[config.mk]
export PLATFORM = sky130hd
export DESIGN_NAME = ram_arbiter
export DESIGN_NICKNAME = d
export VERILOG_FILES = /design/src/rtl/ram_arb_pkg.sv /design/src/rtl/rr_arbiter.sv /design/src/rtl/ram_arbiter.sv
export SDC_FILE = /design/constraint.sdc
export NUM_CORES = 1
export LEC_CHECK = 0
export BUFFER_PORTS_ARGS = -buffer_cell sky130_fd_sc_hd__buf_2
export CORE_AREA = 2 2 44 46
export DETAILED_ROUTE_END_ITERATION = 10
export DIE_AREA = 0 0 46 48
export GPL_ROUTABILITY_DRIVEN = 0
export HOLD_SLACK_MARGIN = 0.05
export PLACE_DENSITY = 0.83
export SLEW_MARGIN = 20
export SYNTH_ARGS = -nofsm -noshare
export SYNTH_HDL_FRONTEND = slang
export SYNTH_HIERARCHICAL = 1
export SYNTH_SLANG_ARGS = --single-unit
[constraint.sdc]
create_clock -name clk -period 1.15 [get_ports clk]
set_input_delay 0.0575 -clock clk [delete_from_list [all_inputs] [get_ports clk]]
set_output_delay 0.0575 -clock clk [all_outputs]
set_load 0.005 [all_outputs]
[src/rtl/ram_arb_pkg.sv]
// Shared types and helpers for the RAM arbiter slice.
package ram_arb_pkg;

    localparam int MaxReq = 8;

    typedef logic [MaxReq-1:0] grant_t;

    // Address width for a given word count; never narrower than one bit.
    function automatic int calc_aw(input int depth);
        return (depth > 1) ? $clog2(depth) : 1;
    endfunction

endpackage

[src/rtl/rr_arbiter.sv]
// Combinational round-robin arbiter: the search starts at ptr and wraps at NumReq-1.
module rr_arbiter
    import ram_arb_pkg::*;
#(
    parameter int NumReq = 2,
    localparam int PtrW = (NumReq > 1) ? $clog2(NumReq) : 1
) (
    input  logic [NumReq-1:0] req,
    input  logic [PtrW-1:0]   ptr,
    output logic [NumReq-1:0] gnt,
    output logic [PtrW-1:0]   idx,
    output logic              any
);

    logic            any_s;
    logic [PtrW-1:0] idx_s;
    grant_t          onehot_s;

    // Upper pass covers ptr..NumReq-1; the lower pass covers the wrapped range 0..ptr-1.
    always_comb begin
        any_s    = 1'b0;
        idx_s    = '0;
        onehot_s = '0;
        for (int i = 0; i < NumReq; i++) begin
            idx_s = (!any_s && req[i] && (PtrW'(i) >= ptr)) ? PtrW'(i) : idx_s;
            any_s = any_s | (req[i] && (PtrW'(i) >= ptr));
        end
        for (int i = 0; i < NumReq; i++) begin
            idx_s = (!any_s && req[i] && (PtrW'(i) < ptr)) ? PtrW'(i) : idx_s;
            any_s = any_s | (req[i] && (PtrW'(i) < ptr));
        end
        onehot_s = any_s ? (grant_t'(1'b1) << idx_s) : grant_t'(1'b0);
    end

    assign gnt = onehot_s[NumReq-1:0];
    assign idx = idx_s;
    assign any = any_s;

endmodule

[src/rtl/ram_arbiter.sv]
// Round-robin sharing of one simple dual-port RAM between NumReq requesters.
// Define RAM_ARB_BYPASS_EN to forward same-cycle write data into a colliding read response.
module ram_arbiter
    import ram_arb_pkg::*;
#(
    parameter int Width  = 8,
    parameter int Depth  = 16,
    parameter int NumReq = 2,
    localparam int AW    = calc_aw(Depth),
    localparam int PtrW  = (NumReq > 1) ? $clog2(NumReq) : 1
) (
    input  logic                    clk,
    input  logic                    rstN,
    input  logic [NumReq-1:0]       reqWrValid,
    output logic [NumReq-1:0]       reqWrReady,
    input  logic [NumReq*AW-1:0]    reqWrAddr,
    input  logic [NumReq*Width-1:0] reqWrData,
    input  logic [NumReq-1:0]       reqRdValid,
    output logic [NumReq-1:0]       reqRdReady,
    input  logic [NumReq*AW-1:0]    reqRdAddr,
    output logic [NumReq-1:0]       rspRdValid,
    output logic [Width-1:0]        rspRdData,
    output logic                    memWrEn,
    output logic [AW-1:0]           memWrAddr,
    output logic [Width-1:0]        memWrData,
    output logic [AW-1:0]           memRdAddr,
    input  logic [Width-1:0]        memRdData
);

    logic [NumReq-1:0] wr_gnt_s;
    logic [NumReq-1:0] rd_gnt_s;
    logic [PtrW-1:0]   wr_idx_s;
    logic [PtrW-1:0]   rd_idx_s;
    logic              wr_any_s;
    logic              rd_any_s;
    logic [PtrW-1:0]   wr_ptr_r;
    logic [PtrW-1:0]   rd_ptr_r;
    logic [PtrW-1:0]   wr_ptr_nxt_s;
    logic [PtrW-1:0]   rd_ptr_nxt_s;
    logic [NumReq-1:0] rsp_valid_r;
    logic [AW-1:0]     wr_addr_s;
    logic [Width-1:0]  wr_data_s;
    logic [AW-1:0]     rd_addr_s;

    rr_arbiter #(.NumReq(NumReq)) u_wr_arb (
        .req (reqWrValid),
        .ptr (wr_ptr_r),
        .gnt (wr_gnt_s),
        .idx (wr_idx_s),
        .any (wr_any_s)
    );

    rr_arbiter #(.NumReq(NumReq)) u_rd_arb (
        .req (reqRdValid),
        .ptr (rd_ptr_r),
        .gnt (rd_gnt_s),
        .idx (rd_idx_s),
        .any (rd_any_s)
    );

    // One-hot AND-OR mux so the RAM sees zeros rather than stale fields when idle.
    always_comb begin
        wr_addr_s = '0;
        wr_data_s = '0;
        rd_addr_s = '0;
        for (int i = 0; i < NumReq; i++) begin
            wr_addr_s = wr_addr_s | (reqWrAddr[i*AW +: AW] & {AW{wr_gnt_s[i]}});
            wr_data_s = wr_data_s | (reqWrData[i*Width +: Width] & {Width{wr_gnt_s[i]}});
            rd_addr_s = rd_addr_s | (reqRdAddr[i*AW +: AW] & {AW{rd_gnt_s[i]}});
        end
    end

    assign wr_ptr_nxt_s = (wr_idx_s == PtrW'(NumReq - 1)) ? '0 : wr_idx_s + 1'b1;
    assign rd_ptr_nxt_s = (rd_idx_s == PtrW'(NumReq - 1)) ? '0 : rd_idx_s + 1'b1;

    // Pointers advance past the winner only on a granted cycle; the strobe tracks RAM read latency.
    always_ff @(posedge clk or negedge rstN) begin
        if (!rstN) begin
            wr_ptr_r    <= '0;
            rd_ptr_r    <= '0;
            rsp_valid_r <= '0;
        end else begin
            wr_ptr_r    <= wr_any_s ? wr_ptr_nxt_s : wr_ptr_r;
            rd_ptr_r    <= rd_any_s ? rd_ptr_nxt_s : rd_ptr_r;
            rsp_valid_r <= rd_gnt_s;
        end
    end

    assign reqWrReady = wr_gnt_s;
    assign reqRdReady = rd_gnt_s;
    assign memWrEn    = wr_any_s;
    assign memWrAddr  = wr_addr_s;
    assign memWrData  = wr_data_s;
    assign memRdAddr  = rd_addr_s;
    assign rspRdValid = rsp_valid_r;

`ifdef RAM_ARB_BYPASS_EN
    logic             hit_flag_r;
    logic [Width-1:0] hit_data_r;

    // Capture a write colliding with a granted read so the response shows the new data.
    always_ff @(posedge clk or negedge rstN) begin
        if (!rstN) begin
            hit_flag_r <= 1'b0;
            hit_data_r <= '0;
        end else begin
            hit_flag_r <= wr_any_s && rd_any_s && (wr_addr_s == rd_addr_s);
            hit_data_r <= wr_data_s;
        end
    end

    assign rspRdData = hit_flag_r ? hit_data_r : memRdData;
`else
    assign rspRdData = memRdData;
`endif

endmodule
Word level (Yosys, flattened, before mapping) --
Index checks and enable logic that the tools add are counted.
Word-level totals: flip-flop bits (word level) 4
Operators by class: reductions and logical operators 26, magnitude comparators 8, shift-type cells 2, bitwise operators 15, mux-type cells 10, add/subtract/negate cells 2
Operators by type and width (number):
- 1-bit logical AND | 20
- 4-bit AND | 4
- 8-bit AND | 2
- 1-bit 2-to-1 mux | 8
- 4-bit OR | 2
- 8-bit OR | 1
- 1-bit logical NOT | 6
- 1-bit OR | 6
- 1-bit greater-or-equal comparator (first input constant) | 4
- 1-bit < comparator (first input constant) | 4
- 2-bit 2-to-1 mux | 2
- 1-bit by 1-bit left shift with 2-bit output (first input constant) | 2
- 1-bit adder (second input constant) | 2

Logic depth before layout (Yosys ltp) --
Gate-level depths: netlist (run 1).
depth in word-level cells 12, mapped depth 4, gate-level depth less buffers 3

By module --
Netlist (run 1), hierarchy kept.
By module, submodules not included:
- ram_arbiter | times used 1, cells an instance 34, area an instance 350.3 um^2
- rr_arbiter | times used 2, cells an instance 5, area an instance 32.5 um^2

Worst setup path before layout (run 1) --
OpenSTA, ideal clock, no wires.
kind reg-to-output, start reg wr_ptr_r, end out memWrAddr[0], data arrival time 0.992 ns, stages on the path, launching flop included 5, required time 1.092 ns, path slack 0.101 ns, cell sequence dfrtp_1 > inv_1 > a21boi_1 > buf_6 > a22o_1
On the way: cells in the longest elaborated chain, start to end 12, elaborated cells between the ends (all ways) 28, those cells by class 4 x order compare; 1 x shift; 4 x mux; 6 x bitwise; 13 x reduce/logical
Ends and longest elaborated chain:
- from (decl) | line ram_arbiter.sv:36 | logic [PtrW-1:0] wr_ptr_r;
- from (signal assigned) | line ram_arbiter.sv:83 | wr_ptr_r <= wr_any_s ? wr_ptr_nxt_s : wr_ptr_r;
- 1-bit greater-or-equal comparator (on tied branches)
- 1-bit logical AND (on tied branches)
- 1-bit logical NOT or 1-bit OR (tied branches) | line rr_arbiter.sv:25, rr_arbiter.sv:26
- 1-bit logical AND (tied with other cells) (2 in a row) | line rr_arbiter.sv:25 | idx_s = (!any_s && req[i] && (PtrW'(i) >= ptr)) ? PtrW'(i) : idx_s;
- 1-bit 2-to-1 mux or 1-bit logical AND (tied branches) | line rr_arbiter.sv:25, rr_arbiter.sv:29
- 1-bit 2-to-1 mux or 1-bit logical AND (tied branches) | line rr_arbiter.sv:29 | idx_s = (!any_s && req[i] && (PtrW'(i) < ptr)) ? PtrW'(i) : idx_s;
- 1-bit 2-to-1 mux | line rr_arbiter.sv:29
- 1-bit by 1-bit left shift with 2-bit output | line rr_arbiter.sv:32 | onehot_s = any_s ? (grant_t'(1'b1) << idx_s) : grant_t'(1'b0);
- 2-bit 2-to-1 mux (*) | line rr_arbiter.sv:32
- named net reqWrReady[1] | line ram_arbiter.sv:15 | output logic [NumReq-1:0] reqWrReady,
- 4-bit AND (*) | line ram_arbiter.sv:67 | wr_addr_s = wr_addr_s | (reqWrAddr[i*AW +: AW] & {AW{wr_gnt_s[i]}});
- 4-bit OR (*) | line ram_arbiter.sv:67
- to (decl) | line ram_arbiter.sv:24 | output logic [AW-1:0] memWrAddr,
Mark *: on every way through the listed nets, which the timed path passes. The rest lies on a longest branch.

Worst setup path after layout (run 1) --
start reg wr_ptr_r, end out memWrData[7]
On the way: cells in the longest elaborated chain, start to end 12, elaborated cells between the ends (all ways) 28, those cells by class 4 x order compare; 1 x shift; 4 x mux; 6 x bitwise; 13 x reduce/logical
Ends and longest elaborated chain:
- 1-bit greater-or-equal comparator (on tied branches)
- 1-bit logical AND (on tied branches)
- 1-bit logical NOT or 1-bit OR (tied branches) | line rr_arbiter.sv:25, rr_arbiter.sv:26
- 1-bit logical AND (tied with other cells) (2 in a row) | line rr_arbiter.sv:25
- 1-bit 2-to-1 mux or 1-bit logical AND (tied branches) | line rr_arbiter.sv:25, rr_arbiter.sv:29
- 1-bit 2-to-1 mux or 1-bit logical AND (tied branches) | line rr_arbiter.sv:29
- 1-bit 2-to-1 mux | line rr_arbiter.sv:29
- 1-bit by 1-bit left shift with 2-bit output | line rr_arbiter.sv:32
- 2-bit 2-to-1 mux (*) | line rr_arbiter.sv:32
- 8-bit AND | line ram_arbiter.sv:68 | wr_data_s = wr_data_s | (reqWrData[i*Width +: Width] & {Width{wr_gnt_s[i]}});
- 8-bit OR (*) | line ram_arbiter.sv:68
- to (decl) | line ram_arbiter.sv:25 | output logic [Width-1:0] memWrData,
Mark *: on every way between the ends. The rest lies on a longest branch, timed or not.

==> flow_summary_export.csv, run 1 <==
group,metric,value,unit
status,status,"complete, but fails checks",
status,violations,"setup timing",
setup_path,worst_setup_path_end_kind,"output port",
timing,final_hold_viol_count,0,
finish,layout_common_cells,"buf_2, a22o_1, buf_4, buf_6",
finish,nets,156,
power,p_total,0.6763,mW
setup_path,cp.required,1.09,ns
timing,post-route-min-period,1.330,ns
drt,drcViolationCount,0,
yosys,ys_types,8,
timing,rsz0062_at_grt,"yes",
grt,grt_pass1_vias,558,
placement,hpwl,1199,um
yosys,syn_inst,44,
setup_path,cp_max_fo,13,
power,p_per_area,826.5,nW/um2
finish,drive_gt1_share,73.15,%
power,p_leak,0.5070,nW
power,switching_share,29.74,%
clock_network,cts_tree,"yes",
floorplanning,start_util,24.59,%
drt,drt_iter0_drc,5,
drt,vias_per_cell,4.984,
clock_network,clk_path_buf_depth,2,
clock_network,clock-sinks,4,
setup_path,crit_chain,"a21boi_1 > buf_4 > a22o_1 > buf_2",
yosys,synth-seq-area-share,24.10,%
power,max-vdd-ir-drop,0.0005464,V
timing,post-route-worst-setup-slack,-0.1802,ns
drt,via_count,623,
setup_path,critPathSlowestCell,"dfrtp_1",
finish,fin_cells,125,
power,seq_power_share,24.7,%
yosys,syn-num-nets,90,
job,drv_cap,0,
clock_network,numCtsBuffers,3,
timing,worst_pin_slew,0.1487,ns
power,p_switching,0.2011,mW
clock_network,clk_pin_slew,0.04,ns
hold_path,min_path_type,"primary input to register",
finish,syn_to_final_growth,96.99,%
setup_path,crit_family,"flip-flops",
timing,slew_viol_final,0,
timing,setup_viol,18,
yosys,synth_area,415.4,um2
grt,grt_max_degree,14,
finish,diodes,0,
placement,place_inst,116,
grt,track_usage,14.39,%
setup_path,critPathKind,"register to output port",
timing,fin_setup_tns,-2.428,ns
floorplanning,fp.dieW,46,um
setup_path,crit_buf_inv,2,
setup_path,crit_arrival,1.27,ns
grt,grt_pass1_wl,2145,um
floorplanning,core_area,1689,um2
timing,worst_slew_margin_rel,89.80,%
timing,fin_crit_sh,115.7,%
drt,wl_per_cell,12.78,um
drt,wl,1598,um
drt,drtPass1Iterations,2,
floorplanning,fp.dieArea,2208,um2
yosys,ys_warn_count,6,
finish,n_fill_cell,162,
power,internal_power,0.4751,mW
floorplanning,die_h,48,um
yosys,synth-seq-cells,4,
floorplanning,io_pins,77,
power,combPwrFrac,49.4,%
drt,ant_nets,0,
clock_network,h-tree-depth,1,
grt,grt-ovfl-total,0,
yosys,postSynthAreaPerCell,9.441,um2
setup_path,cpPeakStageDelay,0.40,ns
timing,hold-worst-slack,0.1037,ns
timing,max_freq,751.8,MHz
floorplanning,rows,15,
timing,skew,0.008881,ns
finish,layout_commonest_cell,"buf_2",
clock_network,clockRootBuffer,"clkbuf_4",
clock_network,insertion_delay,0.24,ns
setup_path,start_kind,"register",
power,power.clock.fraction,25.9,%
grt,antenna_found_initial,0,
placement,numPortBuffers,60,
[area by class of cell]
type,instances,area (um2),share of cell area [%]
clock buffers,3,22.52,2.752
inverters,4,15.01,1.835
multi-input cells,26,251.5,30.73
flip-flops and latches,4,101.3,12.39
well taps,17,21.27,2.599
repair buffers,71,406.6,49.69
[Yosys cell counts]
library cell,instances,area [um2]
inv_1,4,15.01
mux2i_1,2,20.02
buf_4,8,60.06
buf_6,2,22.52
or2_1,2,12.51
dfrtp_1,4,100.1
a22o_1,16,140.1
a21boi_1,6,45.04
[cell families (layout without fill, tap and decap cells)]
logic type / after synthesis / after routing / synth area share, %
compound gates: 22 / 22 / 44.58
buf+inv: 14 / 78 / 23.49
flops: 4 / 4 / 24.10
mux: 2 / 2 / 4.819
simple gates: 2 / 2 / 3.012
[power groups by stage]
stage               clock network [mW]  registers [mW]  logic (mW)
floorplan                            0           0.163       0.143
CTS                              0.178           0.163       0.333
global route                     0.194           0.168       0.366
global placement                     0           0.163       0.269
detailed placement                   0           0.164       0.275
finish                           0.175           0.167       0.334
[what timing repair did]
| item | CTS | global route |
|---|---|---|
| resized for setup | 8 | 8 |
| buffers inserted | 8 | 0 |
| endpoints found under the hold margin | 4 | 0 |
| endpoints found under the setup margin | 18 | 21 |
| gates cloned | 1 | 0 |
| pin swaps | 5 | 4 |
| hold buffers | 1 | 0 |
[routing by layer]
metal	up-vias	wire length (um)	track usage, %	part of all wire [%]
li1	287	-	-	-
met1	276	494	10.31	31
met2	58	838	28.89	52
met3	2	249	7.547	16
met4	0	16	8.571	1.0
met5	-	0	0	0
[worst paths after layout]
path,from,to,slack [ns],cells after the start
setup / recovery,wr_ptr_r,memWrData[7],-0.18,4
hold / removal,reqRdValid[1],rspRdValid[0],0.10,2
setup reg to reg,rd_ptr_r,rd_ptr_r,0.10,5
hold reg to reg,rd_ptr_r,rspRdValid[0],0.55,1
max in group asynchronous,rstN,rd_ptr_r,0.86,2
min in group asynchronous,rstN,wr_ptr_r,0.16,2
[stage by stage]
step	area [um2]	util [%]	setup slack [ns]
finish	818.3	48.44	-0.1802
global route	818.3	48.44	-0.2234
detailed placement	691.9	40.96	0.03104
floorplan	415.4	-	0.1009
CTS	809.5	47.93	-0.1560
global placement	691.9	40.96	0.08383
[sequential cells by signal, indices dropped and copies added (netlist names)]
| signal | count |
|---|---|
| rd_ptr_r | 1 |
| rspRdValid | 2 |
| wr_ptr_r | 1 |
No activity file was read; power rests on OpenSTA's default activity.
==> inputs of run 2 (changes only) <==
--- a/config.mk
+++ b/config.mk
@@ -12,6 +12,7 @@
 export GPL_ROUTABILITY_DRIVEN = 0
 export HOLD_SLACK_MARGIN = 0.05
 export PLACE_DENSITY = 0.83
+export RECOVER_POWER = 50
 export SLEW_MARGIN = 20
 export SYNTH_ARGS = -nofsm -noshare
 export SYNTH_HDL_FRONTEND = slang
==> flow_summary_export.csv, run 2 (synthesized netlist as in run 1, its figures left out) <==
group,metric,value,unit
status,status,"complete, but fails checks",
status,violations,"setup timing",
finish,post-route-util,48.37,%
setup_path,r2r_start,"rd_ptr_r",
timing,hold-worst-slack,0.1042,ns
drt,ant_nets,0,
finish,fin_cells,125,
grt,antenna_found_initial,0,
grt,top_usage_layer,"met2",
finish,diodes,0,
setup_path,worst_setup_path_end_kind,"output port",
setup_path,cp_max_fo,13,
setup_path,crit_buf_inv,2,
setup_path,cp.required,1.09,ns
finish,largest_register_ffs,2,
timing,post-route-worst-setup-slack,-0.1802,ns
timing,slew_viol_final,0,
hold_path,min_path_type,"primary input to register",
clock_network,clk_path_buf_depth,2,
setup_path,crit_arrival,1.27,ns
setup_path,r2r_end,"rd_ptr_r",
floorplanning,rows,15,
setup_path,start_kind,"register",
power,combPwrFrac,49.4,%
timing,post-route-min-period,1.330,ns
power,p_leak,0.5043,nW
floorplanning,fp.dieArea,2208,um2
grt,grt_pass1_vias,558,
finish,n_fill_cell,163,
drt,wl,1598,um
finish,syn_to_final_growth,96.69,%
power,max-vdd-ir-drop,0.0005464,V
setup_path,cpPeakStageDelay,0.40,ns
finish,layout_common_cells,"buf_2, a22o_1, buf_4, buf_6",
floorplanning,core_area,1689,um2
grt,grt_max_degree,14,
grt,grt-ovfl-total,0,
clock_network,numCtsBuffers,3,
timing,setup_viol,18,
clock_network,clk_pin_slew,0.04,ns
floorplanning,die_h,48,um
timing,max_freq,751.8,MHz
power,seq_power_share,24.7,%
power,switching_share,29.77,%
grt,track_usage,14.39,%
timing,worst_slew_margin_rel,84.20,%
setup_path,cp.depth,4,
setup_path,r2r_slack,0.10,ns
drt,drtPass1Iterations,2,
setup_path,cp-endpoint,"memWrData[7]",
setup_path,critPathKind,"register to output port",
finish,drive_gt1_share,72.22,%
clock_network,clockRootBuffer,"clkbuf_4",
grt,met3_usage,7.547,%
clock_network,h-tree-depth,1,
setup_path,crit_path_start,"wr_ptr_r",
power,p_per_area,827.2,nW/um2
timing,worst_pin_slew,0.2369,ns
drt,drcViolationCount,0,
placement,place_inst,116,
grt,met1_usage,10.31,%
placement,hpwl,1199,um
power,p_switching,0.2012,mW
drt,drt_iter0_drc,5,
setup_path,crit_chain,"a21boi_1 > buf_4 > a22o_1 > buf_2",
job,drv_cap,0,
setup_path,r2r_cells,5,
drt,vias_per_cell,4.984,
placement,numPortBuffers,60,
timing,skew,0.008881,ns
clock_network,cts_tree,"yes",
clock_network,clock-sinks,4,
power,internal_power,0.4746,mW
finish,layout_commonest_cell,"buf_2",
floorplanning,fp.dieW,46,um
floorplanning,start_util,24.59,%
setup_path,critPathSlowestCell,"dfrtp_1",
power,power.clock.fraction,25.9,%
floorplanning,io_pins,77,
finish,nets,156,
setup_path,crit_family,"flip-flops",
timing,rsz0062_at_grt,"yes",
grt,grt_pass1_wl,2145,um
timing,fin_crit_sh,115.7,%
grt,grtUsageMet2,28.89,%
timing,final_hold_viol_count,0,
drt,via_count,623,
clock_network,insertion_delay,0.24,ns
drt,wl_per_cell,12.78,um
[run 2: per-stage QoR]
stage,power (mW),setup TNS [ns],instance area (um2),setup WS (ns)
final,0.6758,-2.428,817.0,-0.1802
after global routing,0.7281,-3.361,817.0,-0.2234
after CTS,0.6729,-2.164,809.5,-0.1560
after detailed placement,0.4391,0,691.9,0.03104
after global placement,0.4315,0,691.9,0.08383
after floorplan,0.3060,0,415.4,0.1009
[run 2: worst min-delay path by stage]
stage | from | cells after the start | slack [ns] | to
3_3_place_gp | rstN | 1 | -0.14 | rspRdValid[1]
6_report | reqRdValid[1] | 2 | 0.10 | rspRdValid[0]
3_5_place_dp | rstN | 1 | -0.13 | rspRdValid[1]
2_1_floorplan | rstN | 0 | -0.24 | rd_ptr_r
4_1_cts | memRdData[3] | 0 | 0.12 | rspRdData[3]
5_1_grt | reqRdValid[1] | 2 | 0.1 | rspRdValid[0]
[run 2: power by group through the flow]
stage / logic, mW / registers, mW / clock network (mW)
6_report: 0.334 / 0.167 / 0.175
5_1_grt: 0.366 / 0.168 / 0.194
4_1_cts: 0.333 / 0.163 / 0.178
3_5_place_dp: 0.275 / 0.164 / 0
3_3_place_gp: 0.269 / 0.163 / 0
2_1_floorplan: 0.143 / 0.163 / 0
[run 2: routing by layer]
| metal | up-vias | part of all wire (%) |
|---|---|---|
| met5 | - | 0 |
| met3 | 2 | 16 |
| met4 | 0 | 1.0 |
| li1 | 287 | - |
| met1 | 276 | 31 |
| met2 | 58 | 53 |
[run 2: repair_timing]
action	CTS	global route
hold buffers	1	0
pin swaps	5	4
endpoints found under the setup margin	18	21
setup buffers	8	0
endpoints found under the hold margin	4	0
gates cloned	1	0
resized for setup	8	8
[run 2: cell type report]
type	count	area, um2	area share, %
well taps	17	21.27	2.603
inverters	4	15.01	1.838
multi-input cells	26	251.5	30.78
clock buffers	3	22.52	2.757
flip-flops and latches	4	101.3	12.40
repair buffers	71	405.4	49.62
==> inputs of run 3 (changes only) <==
--- a/config.mk
+++ b/config.mk
@@ -11,7 +11,7 @@
 export DIE_AREA = 0 0 46 48
 export GPL_ROUTABILITY_DRIVEN = 0
 export HOLD_SLACK_MARGIN = 0.05
-export PLACE_DENSITY = 0.83
+export PLACE_DENSITY = 0.76
 export RECOVER_POWER = 50
 export SLEW_MARGIN = 20
 export SYNTH_ARGS = -nofsm -noshare
==> flow_summary_export.csv, run 3 (synthesized netlist as in run 1, its figures left out) <==
group,metric,value,unit
clock_network,clockRootBuffer,"clkbuf_4",
finish,diodes,0,
setup_path,critPathKind,"register to output port",
setup_path,r2r_start,"rd_ptr_r",
drt,vias_per_cell,4.839,
hold_path,hold_end,"rspRdValid[1]",
clock_network,h-tree-depth,1,
drt,wl,1538,um
timing,fin_crit_sh,111.8,%
setup_path,r2r_cells,3,
floorplanning,io_pins,77,
timing,fin_setup_tns,-1.790,ns
timing,skew,0.0008972,ns
finish,layout_common_cells,"buf_2, a22o_1, buf_4, buf_6, dfrtp_1",
placement,numPortBuffers,60,
power,p_per_area,820.4,nW/um2
setup_path,crit_arrival,1.23,ns
status,status,"complete, but fails checks",
finish,final_area,789.5,um2
setup_path,cp.required,1.09,ns
floorplanning,die_h,48,um
timing,post-route-worst-setup-slack,-0.1359,ns
finish,drive_gt1_share,70.09,%
drt,drtPass1Iterations,2,
finish,post-route-util,46.74,%
drt,ant_nets,0,
power,p_total,0.6477,mW
drt,drcViolationCount,0,
power,max-vdd-ir-drop,0.0004616,V
grt,grt_max_degree,14,
finish,syn_to_final_growth,90.06,%
timing,setup_viol,18,
timing,hold-worst-slack,0.09588,ns
grt,antenna_found_initial,0,
power,p_leak,0.4904,nW
placement,dpl_cell_area,676.9,um2
placement,hpwl,1199,um
timing,worst_slew_margin_rel,84.70,%
grt,grt-ovfl-total,0,
grt,grt_pass1_wl,1890,um
timing,worst_pin_slew,0.2295,ns
drt,drt_iter0_drc,1,
floorplanning,core_area,1689,um2
hold_path,hold_path_depth,2,
clock_network,clk_pin_slew,0.04,ns
clock_network,clk_path_buf_depth,2,
finish,nets,155,
setup_path,start_kind,"register",
grt,track_usage,12.13,%
hold_path,min_path_type,"primary input to register",
drt,wl_per_cell,12.40,um
timing,rsz0062_at_grt,"yes",
placement,place_inst,114,
finish,layout_commonest_cell,"buf_2",
status,violations,"setup timing",
job,drv_cap,0,
timing,slew_viol_final,0,
setup_path,r2r_slack,0.31,ns
clock_network,cts_tree,"yes",
timing,final_hold_viol_count,0,
floorplanning,fp.dieArea,2208,um2
drt,via_count,600,
floorplanning,rows,15,
clock_network,clock-sinks,4,
floorplanning,fp.dieW,46,um
timing,max_freq,777.7,MHz
grt,grt_pass1_vias,538,
setup_path,cp_max_fo,7,
timing,post-route-min-period,1.286,ns
setup_path,r2r_end,"rd_ptr_r",
finish,fin_cells,124,
clock_network,insertion_delay,0.23,ns
clock_network,numCtsBuffers,3,
placement,place_ws,0.01289,ns
finish,largest_register_ffs,2,
hold_path,min_from,"reqRdValid[0]",
floorplanning,start_util,24.59,%
setup_path,worst_setup_path_end_kind,"output port",
==> run 3: changes by cell type in the layout (fill, tap and decap cells not counted) <==
cell	delta
inv_2	-1
dfrtp_2	-1
a21boi_4	-2
inv_1	+1
buf_6	-1
a21boi_2	+2
dfrtp_1	+1
==> run 3: area by class of cell <==
| class | instances | area [um2] |
|---|---|---|
| clock buffer | 3 | 22.52 |
| fill | 155 | 899.6 |
| inverter | 4 | 15.01 |
| multi-input combinational | 26 | 236.5 |
| sequential | 4 | 100.1 |
| tap | 17 | 21.27 |
| timing repair buffer | 70 | 394.1 |
==> run 3: where the power goes <==
part	switching (mW)	internal, mW	total (mW)
clock	0.0533	0.116	0.170
combinational	0.125	0.190	0.314
sequential	0.00882	0.155	0.164
==> run 3: what timing repair did <==
item / CTS / global route
buffers inserted: 3 / 1
hold endpoints to repair: 4 / 0
setup endpoints to repair: 18 / 18
pin swaps: 4 / 9
gates cloned: 1 / 1
hold buffers: 1 / 0
gates resized for setup: 7 / 6
==> run 3: worst max-delay path by stage <==
stage,start,endpoint,slack [ns],cells past startpoint
2_1_floorplan,wr_ptr_r,memWrAddr[0],0.10,4
3_3_place_gp,rd_ptr_r,memRdAddr[0],0.1,4
3_5_place_dp,rd_ptr_r,memRdAddr[0],0.01,4
4_1_cts,wr_ptr_r,memWrData[7],-0.14,5
5_1_grt,wr_ptr_r,memWrAddr[1],-0.21,5
6_report,wr_ptr_r,memWrAddr[1],-0.14,5
==> run 3: critical path, cell delays in order (launching register included) <==
cell      delay [ns]
dfrtp_1         0.38
inv_2           0.05
a21boi_2        0.18
buf_6           0.15
a22o_1          0.13
buf_2           0.11
==> run 3: metal layers <==
metal | GRT usage (%) | up-vias | wire (um) | share of wire [%]
met1 | 7.848 | 255 | 480 | 31
li1 | - | 287 | - | -
met4 | 3.429 | 0 | 0 | 0
met2 | 27.22 | 58 | 768 | 50
met5 | 0 | - | 0 | 0
met3 | 6.415 | 0 | 289 | 19
